**src/rtl/arbiter_burst.sv**
```systemverilog
// Round-robin burst arbiter: a granted port owns the resource until done, request drop or (with ARBITER_BURST_PREEMPT_EN) budget expiry.
// Latency: request in IDLE -> grant next cycle; release -> one GAP cycle -> arbitration -> new grant three cycles after release.
// Backpressure: none; requesters hold request for the whole burst and simply wait while another port owns the resource.
module arbiter_burst #(
    parameter int NUM_PORTS = 6,
    parameter int MAX_BURST = 16,
    localparam int IDX_W = $clog2(NUM_PORTS),
    localparam int CNT_W = $clog2(MAX_BURST + 1)
) (
    input  logic                 clk,
    input  logic                 rst,
    input  logic [0:NUM_PORTS-1] request,
    input  logic                 done,
    output logic [0:NUM_PORTS-1] grant,
    output logic                 active,
    output logic [IDX_W-1:0]     owner,
    output logic [CNT_W-1:0]     burst_cnt,
    output logic                 preempted
);

    typedef enum logic [1:0] {IDLE, BUSY, GAP} state_t;

    localparam logic [IDX_W-1:0] LAST_IDX = IDX_W'(NUM_PORTS - 1);

    state_t               state, state_n;
    logic [IDX_W-1:0]     ptr, ptr_n;
    logic [0:NUM_PORTS-1] grant_n;
    logic [IDX_W-1:0]     owner_n;
    logic [CNT_W-1:0]     cnt_n;
    logic                 active_n;
    logic                 sel_found;
    logic [IDX_W-1:0]     sel;
    logic                 release_now;
    logic [IDX_W-1:0]     owner_next_idx;

    // Cyclic search from ptr; the candidate wraps explicitly at NUM_PORTS-1 so a
    // non-power-of-two port count never produces an out-of-range index.
    always_comb begin
        logic [IDX_W-1:0] cand;
        sel_found = 1'b0;
        sel       = ptr;
        cand      = ptr;
        for (int i = 0; i < NUM_PORTS; i++) begin
            if (!sel_found && request[cand]) begin
                sel_found = 1'b1;
                sel       = cand;
            end
            cand = (cand == LAST_IDX) ? '0 : cand + 1'b1;
        end
    end

    // Port after the owner, used as the next priority pointer on release.
    always_comb begin
        owner_next_idx = (owner == LAST_IDX) ? '0 : owner + 1'b1;
    end

`ifdef ARBITER_BURST_PREEMPT_EN
    logic others_req;
    logic budget_hit;
    logic preempted_n;
    logic preempted_q;

    // Budget expiry only forces a release when someone else is waiting.
    always_comb begin
        others_req = 1'b0;
        for (int p = 0; p < NUM_PORTS; p++) begin
            if (IDX_W'(p) != owner && request[p]) begin
                others_req = 1'b1;
            end
        end
        budget_hit = (burst_cnt == CNT_W'(MAX_BURST - 1)) && others_req;
    end

    assign release_now = done || !request[owner] || budget_hit;
    assign preempted   = preempted_q;
`else
    assign release_now = done || !request[owner];
    assign preempted   = 1'b0;
`endif

    // Next-state and next-output logic for the IDLE/BUSY/GAP machine.
    always_comb begin
        state_n  = state;
        ptr_n    = ptr;
        grant_n  = '0;
        owner_n  = owner;
        cnt_n    = burst_cnt;
`ifdef ARBITER_BURST_PREEMPT_EN
        preempted_n = 1'b0;
`endif
        case (state)
            IDLE: begin
                if (sel_found) begin
                    state_n      = BUSY;
                    grant_n[sel] = 1'b1;
                    owner_n      = sel;
                    cnt_n        = '0;
                end
            end
            BUSY: begin
                grant_n = grant;
                if (burst_cnt != '1) begin
                    cnt_n = burst_cnt + 1'b1;
                end
                if (release_now) begin
                    state_n = GAP;
                    grant_n = '0;
                    ptr_n   = owner_next_idx;
`ifdef ARBITER_BURST_PREEMPT_EN
                    // Only a pure budget release is reported as a preemption.
                    preempted_n = budget_hit && !done && request[owner];
`endif
                end
            end
            GAP: begin
                state_n = IDLE;
            end
            default: begin
                state_n = IDLE;
            end
        endcase
        active_n = |grant_n;
    end

    // State and registered outputs; synchronous active-low reset aborts any burst.
    always_ff @(posedge clk) begin
        if (!rst) begin
            state     <= IDLE;
            ptr       <= '0;
            grant     <= '0;
            active    <= 1'b0;
            owner     <= '0;
            burst_cnt <= '0;
`ifdef ARBITER_BURST_PREEMPT_EN
            preempted_q <= 1'b0;
`endif
        end else begin
            state     <= state_n;
            ptr       <= ptr_n;
            grant     <= grant_n;
            active    <= active_n;
            owner     <= owner_n;
            burst_cnt <= cnt_n;
`ifdef ARBITER_BURST_PREEMPT_EN
            preempted_q <= preempted_n;
`endif
        end
    end

endmodule

```
**config.mk**
```make
export PLATFORM = sky130hd
export DESIGN_NAME = arbiter_burst
export DESIGN_NICKNAME = d
export VERILOG_FILES = /design/src/rtl/arbiter_burst.sv
export SDC_FILE = /design/constraint.sdc
export NUM_CORES = 1
export LEC_CHECK = 0
export ABC_CLOCK_PERIOD_IN_PS = 2600
export BUFFER_PORTS_ARGS = -buffer_cell sky130_fd_sc_hd__buf_2
export CORE_MARGIN = 1
export CORE_UTILIZATION = 56
export DETAILED_ROUTE_END_ITERATION = 6
export PLACE_DENSITY_LB_ADDON = 0.12
export REMOVE_ABC_BUFFERS = 1
export SLEW_MARGIN = 20
export SYNTH_ARGS = -nofsm -noshare
export SYNTH_HDL_FRONTEND = slang
export SYNTH_SLANG_ARGS = --single-unit
```
**constraint.sdc**
```tcl
create_clock -name clk -period 2.6 [get_ports clk]
set_input_delay 0.13 -clock clk [delete_from_list [all_inputs] [get_ports clk]]
set_output_delay 0.13 -clock clk [all_outputs]
set_load 0.005 [all_outputs]
```
==> metrics.txt <==
vias in the first global route roughly 1300; Synth top area share 26.7%; GRT met1 Usage between 40% and 50%; placer's final routability congestion estimate approximately 0.94; postcts setup bufs 0; Synth area leaders dfxtp_1, mux2i_1, nor2_1; post-synthesis to final-layout area growth 16.3%; Final Total Pwr 1.91 mW; Relative slew margins 65.8%; Async S/R FF share, synth 0%; Final Routed Wirelength between 3000 and 4000 microns; unrepaired setup endpoints after global routing false; antenna violations before repair 0; Worst Skew approximately 6.4 ps; synth warn 0; #FFs+latches synth 20; post-route antenna net violation count 0; clk_lat worst skew 300 ps; clk root buf clkbuf_4; PortBufs 23; Leak between 0.6 and 0.7 nW; Core Rows 18; Pins Over Slew Limit 0; GR peak layer met2; die area between 0.002 and 0.003 sq mm; top_reg_cell synth dfxtp_1; met3 Use GR 5.37%; kind of critical path register to register; largest net degree at the start of global routing 21; Tcrit/Tclk final 93.4%; M2 GR Usage 42.8%; Worst-Margin Slew between 500 and 600 ps; DR pass1 iterations 4; combinational share of power 60.0%; commonest non-fill, non-tap cells in the layout buf_2, nor2_1, dfxtp_1, nand2_1, buf_4; Mapped Cells around 180; DRC viols 0; clock share of power a little over an eighth; cell-internal power 1.06 mW; diode count 0; CP endpoint kind register; sw power 845 uW; Flop pwr share 26.9%; total CTS buffers 3; WP data required 2790 ps; # IOs 25; nature of the critical path startpoint register; vias roughly 1500; VDD IR max a little under 0.8 mV; nets@finish 223; critical-path maximum fanout 8; gr usage total ~28%; Routed wire per std cell about 15 microns; clock slew at reported path FFs between 100 and 150 ps; Mapped Area between 0.001 and 0.0015 sq mm; share of layout cells above drive strength 1 between 20% and 30%; setup TNS 0 ps; Final setup violation count 0; Hold-fix buffers, CTS 0; post-route minimum period about 2400 ps; clock tree buffer depth 2; worst setup slack after layout 171 ps; # clock sinks 20; DP Worst Slack 37.1 ps; maximum clock frequency approximately 400 MHz; gr ovfl total 0; sw frac between 40% and 50%; H-Tree Depth 1; final hold violation count 0; max_cap viols 0; status complete, no violations; dpl hpwl between 2000 and 3000 microns; Post-synth EDFFs 0; post-synthesis cell type count 54; Via density about 6.3; die width approximately 54 microns; Hold Worst Slack 87.0 ps; DR iter-0 viols slightly above 60; most common cell after layout, fill and taps aside buf_2; CTS tree yes; post-synthesis sequential area ratio 26.7%; synthesized area per cell between 8 and 9 sq um; Hold Crit Class input pin to register; chip height around 54 microns; first-pass GRT wire length approximately 6000 microns; Pwr Density around 1100 mW/mm^2; arrival time of the worst setup path between 2000 and 3000 ps; biggest area consumer among synthesized cells dfxtp_1; CORE AREA 0.00250 sq mm; Initial Utilization 60.0%
power by group through the flow:
stage	Clock (mW)	Combinational, mW	Sequential (mW)
after global placement	0	1.11	0.506
after floorplan	0	0.748	0.525
final	0.250	1.14	0.513
after global routing	0.264	1.26	0.530
after detailed placement	0	1.11	0.511
after CTS	0.253	1.12	0.507
layout make-up:
cell class	count	area, sq um
fillers	210	757
repair buffers	34	198
clock buffers	3	22.5
inverters	4	15.0
multi-input cells	149	1030
well taps	30	37.5
flip-flops and latches	20	405
clock inverters	1	30.0
cell families (layout without fill, tap and decap cells):
family | Yosys count | in the layout | share of synthesized area (%)
mux | 16 | 16 | 12.5
simple gates | 69 | 69 | 23.9
other cells | 1 | 1 | 0.250
xor+xnor | 2 | 2 | 1.17
buf+inv | 14 | 42 | 4.42
compound gates | 59 | 59 | 29.4
flops | 20 | 20 | 26.7
fa+ha+maj | 2 | 2 | 1.67
sequential cells by signal, indices dropped and copies added (netlist names):
name / count
ptr: 3
owner: 3
grant: 6
burst_cnt: 5
active: 1
state: 2
repair_timing:
action                                  4_1_cts  5_1_grt
pin swaps                                     0        0
resized for setup                             1        3
endpoints found under the setup margin        1       11
through the flow:
stage / area [sq um] / utilization [%] / cells
3_5_place_dp: 1680 / 67.3 / 237
5_1_grt: 1740 / 69.7 / 241
3_3_place_gp: 1680 / 67.3 / 237
6_report: 1740 / 69.7 / 241
2_1_floorplan: 1450 / - / 173
4_1_cts: 1740 / 69.5 / 241
worst paths after layout:
path                             from               endpoint  slack (ps)  cells past startpoint
setup / recovery  ptr[1]$_SDFFE_PN0P_    grant[4]$_SDFF_PN0_         170                      7
hold / removal                    rst  state[1]$_SDFFE_PN0P_          90                      2
hold reg to reg   grant[0]$_SDFF_PN0_    grant[0]$_SDFF_PN0_         500                      2
setup reg to reg  ptr[1]$_SDFFE_PN0P_    grant[4]$_SDFF_PN0_         170                      7
cells in the mapped netlist, types with 4 or more instances:
cell,n
dfxtp_1,20
nor2_1,18
nand2_1,16
a21oi_1,10
mux2i_1,9
o21ai_0,9
nand2b_1,6
nand3_1,5
nor2b_1,5
a211oi_1,4
clkbuf_1,4
inv_1,4
mux2_2,4
o41ai_1,4
critical path, cell delays in order, from the launching register on:
cell	delay, ps
dfxtp_4	430
mux2_2	390
mux4_2	500
and3_1	170
o21ai_1	200
o311ai_0	150
buf_4	170
o41ai_1	310
metal layers:
metal,routed length [microns],vias up
li1,-,746
met1,1720,722
met2,1710,49
met3,260,2
met4,18,0
met5,0,-
(Power assumes the default switching activity.)
